<file path="src/rtl/b_mdu.sv">
// b_mdu: iterative shift-and-add unsigned multiplier with HI/LO registers for multu/mfhi/mflo.
// Define B_MDU_EARLY_TERM_EN to finish as soon as no multiplier bits remain.
module b_mdu #(
  parameter int WIDTH = 32
) (
  input  logic             i_b_mdu_clk,
  input  logic             i_b_mdu_rst,
  input  logic             i_b_mdu_start,
  input  logic             i_b_mdu_flush,
  input  logic [WIDTH-1:0] i_b_mdu_rs,
  input  logic [WIDTH-1:0] i_b_mdu_rt,
  output logic             o_b_mdu_busy,
  output logic             o_b_mdu_done,
  output logic [WIDTH-1:0] o_b_mdu_hi,
  output logic [WIDTH-1:0] o_b_mdu_lo
);

  localparam int CW = (WIDTH > 1) ? $clog2(WIDTH) : 1;

  localparam logic [0:0] ST_IDLE = 1'b0;
  localparam logic [0:0] ST_BUSY = 1'b1;

  logic [0:0]         state_q, state_d;
  logic [2*WIDTH-1:0] acc_q, acc_d;
  logic [2*WIDTH-1:0] mcand_q, mcand_d;
  logic [WIDTH-1:0]   mplier_q, mplier_d;
  logic [CW-1:0]      cnt_q, cnt_d;
  logic [WIDTH-1:0]   hi_q, hi_d;
  logic [WIDTH-1:0]   lo_q, lo_d;
  logic               done_q, done_d;

  logic [2*WIDTH-1:0] acc_sum;
  logic               last_iter;

  // The partial product for this iteration also feeds HI/LO directly on the finishing edge.
  assign acc_sum = mplier_q[0] ? (acc_q + mcand_q) : acc_q;

`ifdef B_MDU_EARLY_TERM_EN
  assign last_iter = (cnt_q == CW'(WIDTH - 1)) || ((mplier_q >> 1) == '0);
`else
  assign last_iter = (cnt_q == CW'(WIDTH - 1));
`endif

  always_comb begin
    state_d  = state_q;
    acc_d    = acc_q;
    mcand_d  = mcand_q;
    mplier_d = mplier_q;
    cnt_d    = cnt_q;
    hi_d     = hi_q;
    lo_d     = lo_q;
    done_d   = 1'b0;

    case (state_q)
      ST_IDLE: begin
        if (i_b_mdu_start && !i_b_mdu_flush) begin
          acc_d    = '0;
          mcand_d  = {{WIDTH{1'b0}}, i_b_mdu_rs};
          mplier_d = i_b_mdu_rt;
          cnt_d    = '0;
          state_d  = ST_BUSY;
        end
      end
      ST_BUSY: begin
        // A squash abandons the multiply without touching the accumulator or HI/LO.
        if (i_b_mdu_flush) begin
          state_d = ST_IDLE;
        end else begin
          acc_d    = acc_sum;
          mcand_d  = mcand_q << 1;
          mplier_d = mplier_q >> 1;
          cnt_d    = cnt_q + 1'b1;
          if (last_iter) begin
            hi_d    = acc_sum[2*WIDTH-1:WIDTH];
            lo_d    = acc_sum[WIDTH-1:0];
            done_d  = 1'b1;
            state_d = ST_IDLE;
          end
        end
      end
      default: state_d = ST_IDLE;
    endcase
  end

  always_ff @(posedge i_b_mdu_clk) begin
    if (i_b_mdu_rst) begin
      state_q  <= ST_IDLE;
      acc_q    <= '0;
      mcand_q  <= '0;
      mplier_q <= '0;
      cnt_q    <= '0;
      hi_q     <= '0;
      lo_q     <= '0;
      done_q   <= 1'b0;
    end else begin
      state_q  <= state_d;
      acc_q    <= acc_d;
      mcand_q  <= mcand_d;
      mplier_q <= mplier_d;
      cnt_q    <= cnt_d;
      hi_q     <= hi_d;
      lo_q     <= lo_d;
      done_q   <= done_d;
    end
  end

  assign o_b_mdu_busy = (state_q == ST_BUSY);
  assign o_b_mdu_done = done_q;
  assign o_b_mdu_hi   = hi_q;
  assign o_b_mdu_lo   = lo_q;

  // The hazard unit is expected to hold multu back while a multiply is running.
  a_no_start_while_busy : assert property (
    @(posedge i_b_mdu_clk) disable iff (i_b_mdu_rst)
      !((state_q == ST_BUSY) && i_b_mdu_start && !i_b_mdu_flush)
  );

endmodule

</file>
<file path="config.mk">
export PLATFORM = sky130hd
export DESIGN_NAME = b_mdu
export DESIGN_NICKNAME = d
export VERILOG_FILES = /design/src/rtl/b_mdu.sv
export SDC_FILE = /design/constraint.sdc
export NUM_CORES = 1
export LEC_CHECK = 0
export ABC_AREA = 1
export CORE_ASPECT_RATIO = 0.8
export CORE_UTILIZATION = 35
export CTS_CLUSTER_DIAMETER = 80
export DETAILED_ROUTE_END_ITERATION = 10
export PLACE_DENSITY = 0.6
export SLEW_MARGIN = 20
export SYNTH_ARGS = -nofsm -noshare
export SYNTH_HDL_FRONTEND = slang
export SYNTH_SLANG_ARGS = --single-unit
</file>
<file path="constraint.sdc">
create_clock -name i_b_mdu_clk -period 2.5 [get_ports i_b_mdu_clk]
set_input_delay 0.75 -clock i_b_mdu_clk [delete_from_list [all_inputs] [get_ports i_b_mdu_clk]]
set_output_delay 0.75 -clock i_b_mdu_clk [all_outputs]
set_load 0.01 [all_outputs]
</file>
==> impl_results.md, run 1 <==
* Vias in the first global route at 14610
* Largest net degree at the start of global routing at 92
* Nets@finish at 2833
* CP Capture Type: register
* Final Hold Viols at 0
* Die extent in x at 237.2 um
* Worst-Skew Late Latency at 580 ps
* Sw Pwr at 2.405 mW
* # DRC at 0
* Setup Buffers After CTS at 0
* TritonCTS clock tree: done
* Power, Total at 9.038 mW
* CTS root buf: clkbuf_16
* LEAKAGE at 8.808 nW
* Die ar. at 45100 um2
* Avg Cell Area, Syn at 6.045 um2
* Layout area overhead at 22.30%
* Placeable Area at 43390 um2
* Crit Path Class: register to register
* Io pins at 134
* Critical path startpoint category: register
* Post-synth EDFFs at 0
* Critical path arrival at 2870 ps
* CTS sink count at 231
* WL final at 50.73 mm
* Mapped Area at 15490 um2
* Switching fraction of total power at 26.60%
* DP HPWL at 39.28 mm
* Crit path time final at 2395 ps
* Hold slack at 462.8 ps
* Routed vias/inst at 4.894
* # port buffers at 133
* Synth top area share at 29.86%
* Antenna-violating nets left at 0
* Vias at 16040
* Initial antenna violation count at 0
* Share of post-route cells with drive strength above 1 at 11.19%
* Int Pwr at 6.633 mW
* Die height at 190.1 um
* Drt first pass iters at 5
* Synth warn at 0
* Max H-tree Level at 1
* Critical path required time at 2970 ps
* Num rows at 68
* Final critical-path share of the clock period at 95.79%
* Sequential-to-total area share from yosys stat at 29.86%
* Run status: completed
* Power share of the clock group at 45.8%
* Most instantiated cells after synthesis: 986 x nand2_1, 385 x inv_1, 231 x dfxtp_1
* Comb power frac at 11.4%
* Max Cap Violations at 0
* Worst slew margin at 60.26%
* Mapped Nets at 2696
* Unique masters post-synth at 40
* Number of fill cells at 4619
* Gate Count Post-Synth at 2562
* Hold WC Path Type: register to register
* Clock Pin Slew Worst Setup and Hold Paths at 60 ps
* Placer Congestion at 0.9778
* Final setup fails at 0
* Sequential power share at 42.8%
* Cell with the most instances after synthesis: nand2_1
* Max Freq at 417.6 MHz
* Number of CTS-inserted buffers at 27
* Seq. cell area at 4637 um2
* Pwr dens at 477.2 nW/um2
* Initial core utilization at 35.69%
* Post-synthesis register bit count at 231
* Max IR drop VDD at 0.4235 mV
* Wire length of the first global-routing pass at 78.80 mm
* Post-DR wirelength/cell at 15.48 um
* Worst slew pin tran at 596.1 ps
* Area of the multi-input gates at 9139 um2
* Synth top area cells: dfxtp_1 30%, nand2_1 24%, inv_1 9.3%, ha_1 5.3%, a21oi_1 4.6%
* Gr usage total at 22.06%
* Ant. Diodes at 0
* GRT overflow at 0
* Clk_skew at 21.27 ps
* Most common flop cell mapped by yosys: dfxtp_1
* Max clock buf depth at 3
* Crit-path max FO at 7
* Initial DRC count at 1243
* Final Max Tran Viols at 0
* Leading area contributor after synthesis: dfxtp_1
* Post-synth ARST share at 0%
[flip-flops by register name, indices dropped and copies added (netlist names)]
signal        count
acc_q            64
cnt_q             5
mcand_q          64
mplier_q         32
o_b_mdu_busy      1
o_b_mdu_done      1
o_b_mdu_hi       32
o_b_mdu_lo       32
[layout by cell type, fill, tap and decap left out, drive strengths merged]
cell type | Yosys | layout
nor2 | 110 | 110
clkdlybuf4s50 | 0 | 132
clkbuf | 60 | 39
o21a | 25 | 25
a31oi | 62 | 62
a21oi | 144 | 144
a21o | 1 | 1
or2 | 45 | 45
clkinv | 3 | 6
buf | 39 | 75
o21ai | 137 | 137
dfxtp | 231 | 231
nand3 | 158 | 158
nor3 | 18 | 18
o211ai | 15 | 15
nand4 | 5 | 5
xor2 | 4 | 4
o21bai | 4 | 4
ha | 65 | 65
xnor2 | 23 | 23
a221oi | 1 | 1
bufinv | 0 | 3
fa | 1 | 1
inv | 402 | 404
nor4 | 1 | 1
nand2 | 1008 | 1008
[repair_timing]
item | in CTS | in global routing
hold buffers | 0 | 0
resized for setup | 0 | 75
endpoints found under the setup margin | 0 | 75
[logic make-up (layout without fill, tap and decap cells)]
logic type      count (synthesis)  after routing  share of synthesized area (%)
simple gates                 1345           1345                          36.57
flops                         231            231                          29.86
buf+inv                       504            659                          12.79
fa+ha+maj                      66             66                          5.381
compound gates                389            389                          13.87
xor+xnor                       27             27                          1.527
[layout make-up]
class	count	area share, %
Clock buffer	39	4.017
Clock inverter	8	0.7531
Inverter	405	8.053
Multi-Input combinational cell	1827	48.25
Sequential cell	231	24.48
Tap cell	560	3.700
Timing Repair Buffer	207	10.74
[metrics by stage]
stage	util, %	setup slack, ps	TNS [ps]	area (um2)	std cells
after floorplan	-	462.0	0	15490	2562
after global placement	40.97	34.80	0	17780	3230
after detailed placement	40.97	-37.36	-83.26	17780	3230
after CTS	43.05	40.70	0	18680	3277
after global routing	43.65	-32.78	-134.6	18940	3277
final	43.65	105.4	0	18940	3277
[layer usage]
metal | GRT usage, % | routed length [um] | vias to the layer above
met4 | 4.516 | 863 | 0
met5 | 0 | 0 | -
met1 | 34.71 | 27000 | 7315
li1 | - | - | 8270
met2 | 31.56 | 19960 | 408
met3 | 2.597 | 2906 | 44
[power groups by stage]
stage          Sequential, mW  Combinational (mW)  Clock [mW]
3_3_place_gp             3.94               0.991           0
2_1_floorplan            3.91               0.651           0
4_1_cts                  3.86                1.01        4.23
3_5_place_dp             3.94                1.00           0
6_report                 3.87                1.03        4.14
5_1_grt                  3.88                1.14        4.37
[worst max-delay path, cell delays in order, from the launching register on]
cell	delay (ps)
dfxtp_1	380
ha_2	340
or2_1	260
nand3_1	80
nand2_1	100
nand2_1	100
nand2_2	110
nand2_1	100
nand2_2	120
nand2_1	140
nand2_1	70
nand2_1	60
nand3_1	150
nand2_1	120
nand2_1	50
nand2_1	60
inv_1	30
[path summary, 6_finish.rpt]
path,start,end,slack [ps],depth (start not counted)
worst max-delay path,mcand_q[2],o_b_mdu_hi[13],110,16
worst min-delay path,mplier_q[1],mplier_q[0],460,2
worst min register to register,mplier_q[1],mplier_q[0],460,2
worst max register to register,mcand_q[2],o_b_mdu_hi[13],110,16
Power figures use the tool's default switching activity.
==> run 2: changes to the inputs <==
--- a/config.mk
+++ b/config.mk
@@ -8,8 +8,10 @@
 export ABC_AREA = 1
 export CORE_ASPECT_RATIO = 0.8
 export CORE_UTILIZATION = 35
+export CTS_BUF_LIST = sky130_fd_sc_hd__clkbuf_8
 export CTS_CLUSTER_DIAMETER = 80
 export DETAILED_ROUTE_END_ITERATION = 10
+export GPL_ROUTABILITY_DRIVEN = 0
 export PLACE_DENSITY = 0.6
 export SLEW_MARGIN = 20
 export SYNTH_ARGS = -nofsm -noshare
==> impl_results.md, run 2 (same netlist as run 1, synthesis figures left out) <==
* Routed vias/inst at 4.873 (-0.42%)
* Critical path startpoint category: register
* Hold slack at 461.4 ps (-1.465 ps)
* Clk_skew at 47.35 ps (+26.07 ps)
* Initial core utilization at 35.69% (unchanged)
* Clock Pin Slew Worst Setup and Hold Paths at 60 ps (about the same)
* Crit Path Class: register to register
* Final Max Tran Viols at 0 (unchanged)
* Final critical-path share of the clock period at 94.90% (-0.89 points)
* Max IR drop VDD at 0.2690 mV (-36%)
* CP cell instances: ha_2 > nand2_1 > inv_1 > nand2_1 > nand2_1 > inv_1 > nand2_1 > a21oi_1 > nand2_4 > buf_4 > xnor2_1 > nand2_1 > nand3_1 > nand2_1
* Nets@finish at 2834 (+0.035%)
* Slowest CP cell: dfxtp_1
* Cells after DPL at 3216 (-0.43%)
* Num rows at 68 (unchanged)
* LEAKAGE at 8.747 nW (-0.69%)
* Vias at 16020 (-0.081%)
* Placed cell area at 17660 um2 (-0.66%)
* WL final at 48.80 mm (-3.8%)
* CP peak stage delay at 440 ps (+60 ps)
* Worst slew margin at 51.43% (-8.8 points)
* Drt first pass iters at 6 (+1)
* Largest net degree at the start of global routing at 104 (+13%)
* GRT overflow at 0 (unchanged)
* Area of the multi-input gates at 9107 um2 (-0.34%)
* Io pins at 134 (unchanged)
* Worst slew pin tran at 720.9 ps (+124.8 ps)
* Gr usage total at 21.43% (-0.63 points)
* CTS sink count at 231 (unchanged)
* Number of CTS-inserted buffers at 41 (+52%)
* CP Capture Type: register
* Initial DRC count at 1268 (+2.0%)
* Hold WC Path Type: register to register
* Final Instance Count excl. Fillers at 3288 (+0.34%)
* Die extent in x at 237.2 um (unchanged)
* DP HPWL at 36.86 mm (-6.2%)
* Wire length of the first global-routing pass at 77.52 mm (-1.6%)
* Max Freq at 421.5 MHz (+0.94%)
* Antenna-violating nets left at 0 (unchanged)
* Crit-path max FO at 4 (-3)
* Run status: completed
* Final setup fails at 0 (unchanged)
* Most frequent cells in the layout: 974 x nand2_1, 400 x inv_1, 224 x dfxtp_1
* Initial antenna violation count at 0 (unchanged)
* Final setup TNS at 0 ps (unchanged)
* Critical path required time at 2980 ps (about the same)
* Share of post-route cells with drive strength above 1 at 10.96% (-0.23 points)
* Pwr dens at 443.9 nW/um2 (-7.0%)
* Crit path time final at 2372 ps (-22.24 ps)
* TritonCTS clock tree: done
* # DRC at 0 (unchanged)
* RSZ-0062 raised after global routing: yes
* # port buffers at 133 (unchanged)
* Post-DR wirelength/cell at 14.84 um (-4.1%)
* Die ar. at 45100 um2 (unchanged)
* Max clock buf depth at 3 (unchanged)
* Final Hold Viols at 0 (unchanged)
* Ant. Diodes at 0 (unchanged)
* Critical path's most frequent cell: nand2_1
* Seq. cell area at 4636 um2 (about the same)
* Number of fill cells at 4529 (-1.9%)
* Post-Layout Inst Area at 18660 um2 (-1.5%)
* Vias in the first global route at 14710 (+0.74%)
* Placeable Area at 43390 um2 (unchanged)
* Layout area overhead at 20.51%
* CTS root buf: clkbuf_8
* Top flop regs: acc_q (64), mcand_q (64)
* Worst-Skew Late Latency at 590 ps (about the same)
* Final Core Density at 43.01% (-0.64 points)
* Most common cell after layout, fill and taps aside: nand2_1
* Hold_buf cts at 0 (unchanged)
* Max H-tree Level at 2 (+1)
* Critical path arrival at 2850 ps (-20 ps)
* Die height at 190.1 um (unchanged)
* Max Cap Violations at 0 (unchanged)
-- run 2: worst max-delay path: cells and delay by family, from the launching register on --
kind	cells	cell delay, ps
and+or+nand+nor	8	770
AOI/OAI and AO/OA	1	240
xor gates and xnor gates	1	180
buffers and inverters	3	270
adders and majority gates	1	350
DFF	1	440
-- run 2: cell type report --
type | instances | area share [%]
Multi-Input combinational cell | 1827 | 48.80
Sequential cell | 231 | 24.84
Timing Repair Buffer | 194 | 10.31
Inverter | 405 | 8.172
Tap cell | 560 | 3.754
Clock buffer | 48 | 3.540
Clock inverter | 23 | 0.5833
-- run 2: report_power, final --
group          switching [mW]  internal (mW)  total, mW  leakage [nW]
Combinational           0.616          0.412       1.03          6.42
Sequential             0.0813           3.79       3.87          1.88
Clock                    1.64           1.75       3.39         0.454
Total                    2.34           5.95       8.28          8.75
-- run 2: through the flow --
step                      setup slack (ps)  total power, mW
after global placement               111.6            4.936
after floorplan                      462.0            4.563
final                                127.6            8.285
after global routing                -53.84            8.690
after detailed placement             51.12            4.953
after CTS                            28.54            8.369
-- run 2: final timing paths --
kind / cells after the start / slack, ps / start / to
setup / recovery: 14 / 130 / acc_q[21] / o_b_mdu_lo[30]
setup reg to reg: 14 / 130 / acc_q[21] / o_b_mdu_lo[30]
hold / removal: 2 / 460 / mplier_q[1] / mplier_q[0]
hold reg to reg: 2 / 460 / mplier_q[1] / mplier_q[0]
-- run 2: timing repair --
| action | in CTS | in global routing |
|---|---|---|
| endpoints found under the setup margin | 0 | 61 |
| setup buffers | 0 | 1 |
| resized for setup | 0 | 65 |
-- run 2: per-layer routing --
| metal | vias up | GRT usage [%] | routed length [um] |
|---|---|---|---|
| li1 | 8270 | - | - |
| met5 | - | 0 | 0 |
| met3 | 70 | 3.903 | 3496 |
| met4 | 0 | 5.360 | 988 |
| met2 | 466 | 31.14 | 19560 |
| met1 | 7218 | 32.13 | 24750 |
